$ cat src/rtl/shared_ram_rr.sv
// shared_ram_rr: single-port synchronous RAM shared by CORES requesters.
// A round-robin arbiter picks one requester per cycle. The winner's access
// completes at the next posedge. Read data is registered, and rdValid flags
// which core the current dataOut belongs to.
//
// Handshake: core i drives req[i] together with wrEn[i], its address slice and
// its dataIn slice, and holds them stable. gnt[i] is a combinational
// acknowledge. The access is taken at the first posedge where req[i] and
// gnt[i] are both high. Dropping req[i] before that edge withdraws the request.
// At most one gnt bit is ever set.
module shared_ram_rr #(
    parameter int DATA_WIDTH = 12,
    parameter int DEPTH      = 256,
    parameter int ADDR_WIDTH = $clog2(DEPTH),
    parameter int CORES      = 4
) (
    input  logic                          clk,
    input  logic                          rstN,
    input  logic [CORES-1:0]              req,
    input  logic [CORES-1:0]              wrEn,
    input  logic [CORES*ADDR_WIDTH-1:0]   address,
    input  logic [CORES*DATA_WIDTH-1:0]   dataIn,
    output logic [CORES-1:0]              gnt,
    output logic [DATA_WIDTH-1:0]         dataOut,
    output logic [CORES-1:0]              rdValid
);

    localparam int PTR_W = (CORES > 1) ? $clog2(CORES) : 1;

    logic [DATA_WIDTH-1:0] mem [DEPTH];

    logic [PTR_W-1:0]      ptr;
    logic [PTR_W-1:0]      nextPtr;
    logic [PTR_W-1:0]      gntIdx;
    logic [PTR_W-1:0]      cand;
    logic [PTR_W:0]        sum;
    logic                  gntValid;
    logic [ADDR_WIDTH-1:0] selAddr;
    logic [DATA_WIDTH-1:0] selData;
    logic                  selWr;
    logic                  addrOk;

    // Round-robin search: scan ptr, ptr+1, ... wrapping modulo CORES; first requester wins.
    always_comb begin
        gntValid = 1'b0;
        gntIdx   = '0;
        cand     = '0;
        sum      = '0;
        if (rstN) begin
            for (int off = 0; off < CORES; off++) begin
                sum = {1'b0, ptr} + (PTR_W+1)'(off);
                if (sum >= (PTR_W+1)'(CORES)) begin
                    sum = sum - (PTR_W+1)'(CORES);
                end
                cand = sum[PTR_W-1:0];
                if (!gntValid && req[cand]) begin
                    gntValid = 1'b1;
                    gntIdx   = cand;
                end
            end
        end
    end

    // One-hot grant vector built from the winning index.
    always_comb begin
        gnt = '0;
        if (gntValid) begin
            gnt[gntIdx] = 1'b1;
        end
    end

    // Route the winner's access fields to the single memory port.
    assign selAddr = address[gntIdx*ADDR_WIDTH +: ADDR_WIDTH];
    assign selData = dataIn[gntIdx*DATA_WIDTH +: DATA_WIDTH];
    assign selWr   = wrEn[gntIdx];
    // Only matters when DEPTH is not a power of two.
    assign addrOk  = (32'(selAddr) < DEPTH);
    assign nextPtr = (gntIdx == PTR_W'(CORES-1)) ? '0 : gntIdx + 1'b1;

    // Pointer moves past the core just served; holds when nobody is granted.
    always_ff @(posedge clk) begin
        if (!rstN) begin
            ptr <= '0;
        end else if (gntValid) begin
            ptr <= nextPtr;
        end
    end

    // Memory write port; out-of-range writes are dropped. gnt is 0 in reset.
    always_ff @(posedge clk) begin
        if (gntValid && selWr && addrOk) begin
            mem[selAddr] <= selData;
        end
    end

    // Registered read: dataOut holds across writes and idle cycles; rdValid pulses per read.
    always_ff @(posedge clk) begin
        if (!rstN) begin
            dataOut <= '0;
            rdValid <= '0;
        end else begin
            rdValid <= '0;
            if (gntValid && !selWr) begin
                dataOut <= addrOk ? mem[selAddr] : '0;
                rdValid <= gnt;
            end
        end
    end

endmodule

$ cat config.mk
export PLATFORM = sky130hd
export DESIGN_NAME = shared_ram_rr
export DESIGN_NICKNAME = d
export VERILOG_FILES = /design/src/rtl/shared_ram_rr.sv
export SDC_FILE = /design/constraint.sdc
export NUM_CORES = 2
export LEC_CHECK = 0
export CORE_AREA = 8 8 507 509
export CTS_CLUSTER_DIAMETER = 120
export DETAILED_ROUTE_END_ITERATION = 12
export DIE_AREA = 0 0 515 517
export PLACE_DENSITY = 0.66
export RECOVER_POWER = 100
export SYNTH_ARGS = -nofsm -noshare
export SYNTH_HDL_FRONTEND = slang
export SYNTH_SLANG_ARGS = --single-unit
$ cat constraint.sdc
create_clock -name clk -period 19.03 [get_ports clk]
set_input_delay 2.8545 -clock clk [delete_from_list [all_inputs] [get_ports clk]]
set_output_delay 2.8545 -clock clk [all_outputs]
set_load 0.05 [all_outputs]
# Word level (Yosys, flattened, before mapping)
# Memories as Yosys holds them, arrays and structs flattened. A register that Yosys moved wholly into a read port is not among the register bits.
# Index checks and enable logic that the tools add are counted.
# totals
reg_bits	6
ramBits	3072
input_bits	90
out_inout_bits	20
wordCells	74
n_memories	1
# mem_list
memory	depth	word_bits	read_ports	rd_ports_with_merged_regs	wr	line	text
mem	256	12	1	1	1	30	logic [DATA_WIDTH-1:0] mem [DEPTH];
# op_classes
add_sub_neg	8
mul	1
magnitude_cmp	10
n_eq_ne	1
n_shift	2
n_mux	37
reduce_logical	12
# ops
operator	count
$shiftx A48 B7 Y12	1
$shiftx A32 B6 Y8	1
$mux W2	14
$mux W1	16
$lt A2 B3 Y1 const B	5
$bmux W1 S2	5
$ge A3 B3 Y1 const B	3
$sub A2 B1 Y2 const B	4
$add A2 B2 Y3 const B	2
$logic_and A1 B1 Y1	6
$logic_not A1 Y1	5
$mul A2 B2 Y4 const B	1
$mux W4	1
$add A2 B1 Y3 const B	1
$ge A2 B3 Y1 const B	1
$add A2 B1 Y2 const B	1
$demux W1 S2	1
$eq A2 B2 Y1 const B	1
$ge A2 B1 Y1 const B	1
$reduce_and A2 Y1	1

# Longest topological paths before layout
# depth
depth_word	24
mapped_depth	19
ltp_nobuf	13

# Least setup slack after synthesis
# OpenSTA, ideal clock, no wires.
# synth_timing
path_type	input port to flip-flop
start	in req[2]
end	mem mem[0][1], data pin
t_arrival_ns	12.336
setup_slack_ns	4.963
cell_stages	9
path_buffers	3
path_cell_list	or2_1 > a31oi_1 > a211oi_4 > inv_4 > buf_2 > buf_2 > buf_1 > nand2_1 > a31oi_1
# synth_via
elab_chain_len	18
elab_cells_between_ends	27
cone_classes	1 x mul; 1 x shift; 19 x mux; 6 x reduce/logical
# synth_rtl
element	line	text
start, declared	19	input logic [CORES-1:0] req,
$bmux W1 S2	56	if (!gntValid && req[cand]) begin
$mux W1 (implied by the code)	56	
$mux W1	56	
$mux W1	49	if (rstN) begin
$logic_not A1 Y1	56	
$logic_and A1 B1 Y1	56	
$mux W1	56	
$mux W1	49	
[3 not listed]	-	
$mux W1	49	
$logic_not A1 Y1	56	
$logic_and A1 B1 Y1	56	
$mux W2 *	56	
$mux W2 *	49	
$mul A2 B2 Y4 *	74	assign selData = dataIn[gntIdx*DATA_WIDTH +: DATA_WIDTH];
$shiftx A48 B7 Y12 *	74	
net selData[1]	39	logic [DATA_WIDTH-1:0] selData;
end, declared	30	
# Mark *: on every way through the listed nets, which the timed path passes. The rest lies on a longest branch. The select of a mux whose other input is x is not followed.

# Worst setup path in the final report
# layout_timing
start	in rstN
end	reg dataOut[1] (read register of mem)
# layout_via
elab_chain_len	5
elab_cells_between_ends	8
cone_classes	1 x shift; 4 x mux; 3 x reduce/logical
# layout_rtl
element	line	text
start, declared	18	input logic rstN,
branches (longest 5 deep; another with $shiftx A32 B6 Y8)	-	
end, declared	24	output logic [DATA_WIDTH-1:0] dataOut,
# Parallel ways; which one is timed is not known. The select of a mux whose other input is x is not followed.
# A chain may end at the register's enable or synchronous reset.

==> flow_summary_export.csv <==
group,metric,value,unit
grt,grt-ovfl-total,0,
cts,cts_tree,"built",
logic_synthesis,synth_common_cells,"edfxtp_1 (3,072), nand2_1 (2,067), nand3_1 (596)",
worst_setup_path,reg2reg_depth,17,
cts,hold_buffers,0,
cts,clock_latency,0.95,ns
die,die_w,515,µm
worst_setup_path,critPathCaptureType,"flop",
logic_synthesis,synth_top_area_cell,"edfxtp_1",
timing,setup_ws,4.616,ns
worst_setup_path,crit_fanout,35,
route,drtPass1Iterations,6,
worst_setup_path,start_kind,"input pin",
route,drt_drc_violations_left,0,
route,detail_route.wl_per_cell,32.00,µm
worst_setup_path,worstPathRequired,19.86,ns
place,hpwl,226.1,mm
logic_synthesis,yosys_warnings,0,
die,initial_utilization,0.4867,
timing,finalCriticalPeriod,14.41,ns
logic_synthesis,synth_fp_nets,8449,
route,drt_iter0_drc,12330,
cts,cts_buffer_depth,4,
timing,max_freq,69.38,MHz
cts,ctsHtreeMaxLevel,5,
route,antenna_left,0,
grt,grt_pass1_vias,74350,
logic_synthesis,synthDistinctLibCells,82,
worst_hold_path,min_from,"ptr[1]$_SDFFE_PN0P_",
worst_setup_path,reg2reg_slack,8.00,ns
place,place.gp.congestion,0.9210,
logic_synthesis,synthTopCellsByArea,"edfxtp_1 (76%), nand2_1 (6.4%), mux2i_1 (3.0%)",
worst_setup_path,criticalPathCategory,"input pin to flop",
worst_hold_path,holdPathEnd,"ptr[1]$_SDFFE_PN0P_",
cts,clk_pin_slew,0.06,ns
die,die-area,0.2663,mm²
die,core-area,0.2496,mm²
logic_synthesis,synth-main-ff-cell,"edfxtp_1",
worst_setup_path,max_stage_delay,1.64,ns
worst_setup_path,cp_common_cell,"clkbuf_1",
grt,grt_pass1_wl,549.1,mm
worst_setup_path,rr_endpoint,"dataOut[1]$_SDFFE_PN0P_",
cts,numClockSinks,3090,
timing,worst_pin_slew,8.709,ns
worst_setup_path,r2r_start,"ptr[0]$_SDFFE_PN0P_",
layout,fin_nets,8695,
grt,grt_usage,0.2850,
pwr,p_leak,44.02,nW
worst_hold_path,holdCritPathClass,"flop to flop",
die,die_height,517,µm
logic_synthesis,synth_edf_count,3072,
worst_setup_path,path_cells,"dlygate4sd3_1 > clkbuf_1 > inv_1 > a21oi_1 > a21boi_0 > clkbuf_1 > a221oi_1 > or2_2 > buf_4 > buf_4 > clkbuf_1 > nand2_1 > clkbuf_1 > o22ai_1 > o21ai_0 > nand4_1 > a311oi_1 > nand4_1 > o31a_1",
pwr,ir_worst_vdd,67.47,µV
timing,finalHoldViolCount,0,
timing,drv_slew,2820,
layout,fillers,19870,
logic_synthesis,avgSynthCellArea,14.54,µm²
logic_synthesis,synthArstFlopShare,0,
logic_synthesis,synth_area,0.1215,mm²
timing,fin_skew,0.05651,ns
layout,area_delta_synth_final,12.24,%
worst_setup_path,crit_arrival,15.24,ns
outcome,status,"complete, but fails checks",
logic_synthesis,synth_most_common_cell,"edfxtp_1",
route,via_per_inst,6.440,
worst_hold_path,hold_depth,2,
cts,postCtsSetupBuffers,0,
timing,setup_viol,0,
timing,relSlewSlack,-4.806,
cts,numCtsBuffers,319,
logic_synthesis,ys_seq_area_frac,0.7625,
die,rows,184,
timing,finalCritPeriodShare,0.7574,
place,place_ws,8.327,ns
timing,rsz0062_at_grt,"false",
worst_setup_path,crit_slowest_cell,"clkbuf_1",
pwr,power_density,120.2,mW/mm²
route,vias,78650,
pwr,p_total,16.38,mW
cts,cts_resized,0,
timing,final.setup.tns,0,ns
run,drv_cap,101,
grt,antenna_found_initial,29,
die,boundaryPins,110,
layout,drive_gt1_frac,0.07989,
route,wl,390.8,mm
outcome,violations,"capacitance limit, slew limit",
grt,grt_max_degree,248,
logic_synthesis,ys_ff_latch,3090,
logic_synthesis,netlist_instances,8355,
cts,clockRootBuffer,"clkbuf_16",
place,numPortBuffers,109,
logic_synthesis,synth_top_area_share,0.7595,
==> state kept, by name (all words and copies together), names as in the netlist <==
register and count:
ptr 2, rdValid 4, dataOut 12, mem 3072
==> metal layers <==
layer	vias to the layer above	GRT usage	routed length [µm]
met4	18	0.1451	22940
li1	32380	-	-
met2	5854	0.4204	170000
met1	39390	0.3853	142800
met5	-	0	126
met3	1014	0.08709	54830
==> how the worst max path moves through the flow <==
stage	startpoint	to
floorplan	req[2]	mem[0][1]$_DFFE_PP_
global placement	rstN	dataOut[8]$_SDFFE_PN0P_
detailed placement	rstN	dataOut[6]$_SDFFE_PN0P_
CTS	rstN	dataOut[6]$_SDFFE_PN0P_
global route	rstN	mem[221][5]$_DFFE_PP_
finish	rstN	dataOut[1]$_SDFFE_PN0P_
==> stage by stage <==
stage	area, µm²	util	hold WS [ns]	cells
CTS	137500	0.5510	0.6243	12180
floorplan	121500	-	0.5578	8355
finish	136300	0.5463	0.6438	12210
global placement	127700	0.5115	0.5979	11630
detailed placement	127700	0.5116	0.6165	11630
global route	136300	0.5460	0.6536	12190
==> where the power goes <==
part           internal (mW)  switching [mW]  total, mW
Sequential              7.85          0.0403       7.89
Combinational          0.551            1.93       2.48
Clock                   3.46            2.55       6.01
Total                   11.9            4.52       16.4
==> cell type report <==
cell class | count | area (µm²) | share of cell area
Sequential cell | 3090 | 92610 | 0.6793
Multi-Input combinational cell | 4723 | 26460 | 0.1941
Clock buffer | 398 | 8437 | 0.06189
Tap cell | 3348 | 4189 | 0.03073
Timing Repair Buffer | 459 | 3133 | 0.02298
Clock inverter | 159 | 1403 | 0.01029
Antenna cell | 27 | 67.56 | 0.0004956
Inverter | 8 | 32.53 | 0.0002386
==> cells by family after synthesis <==
kind of cell / synth area share
simple gates: 0.1170
buf+inv: 0.02205
compound gates: 0.05529
flops: 0.7625
fa+ha+maj: 0.0004121
mux: 0.04275
==> critical path, delay by kind of cell <==
family | cells | cell delay, ns
AND/OR/NAND/NOR | 4 | 2.00
AO/OA/AOI/OAI | 7 | 3.20
buffers and inverters | 8 | 7.03
==> cells in the final DEF, fill, tap and decap left out, types with 12 or more instances in the layout <==
master,n
mux4_2,63
edfxtp_1,3072
nor3_1,52
nand2_1,2066
buf_12,14
and3_1,44
nor2b_1,13
a311oi_1,34
a31oi_1,225
nor2_1,265
diode_2,27
dfxtp_1,18
o211ai_1,16
o21ai_0,29
mux2i_1,355
clkinv_1,61
o221ai_1,82
clkdlybuf4s50_1,87
dlygate4sd3_1,22
clkbuf_1,278
clkinv_2,52
nor2_2,18
a21oi_1,190
a32oi_1,160
nand4_1,184
bufinv_16,24
buf_4,127
clkbuf_16,325
clkinvlp_4,12
nand3_1,596
a22oi_1,13
o22ai_1,74
nor4_1,46
(Power assumes the default switching activity.)
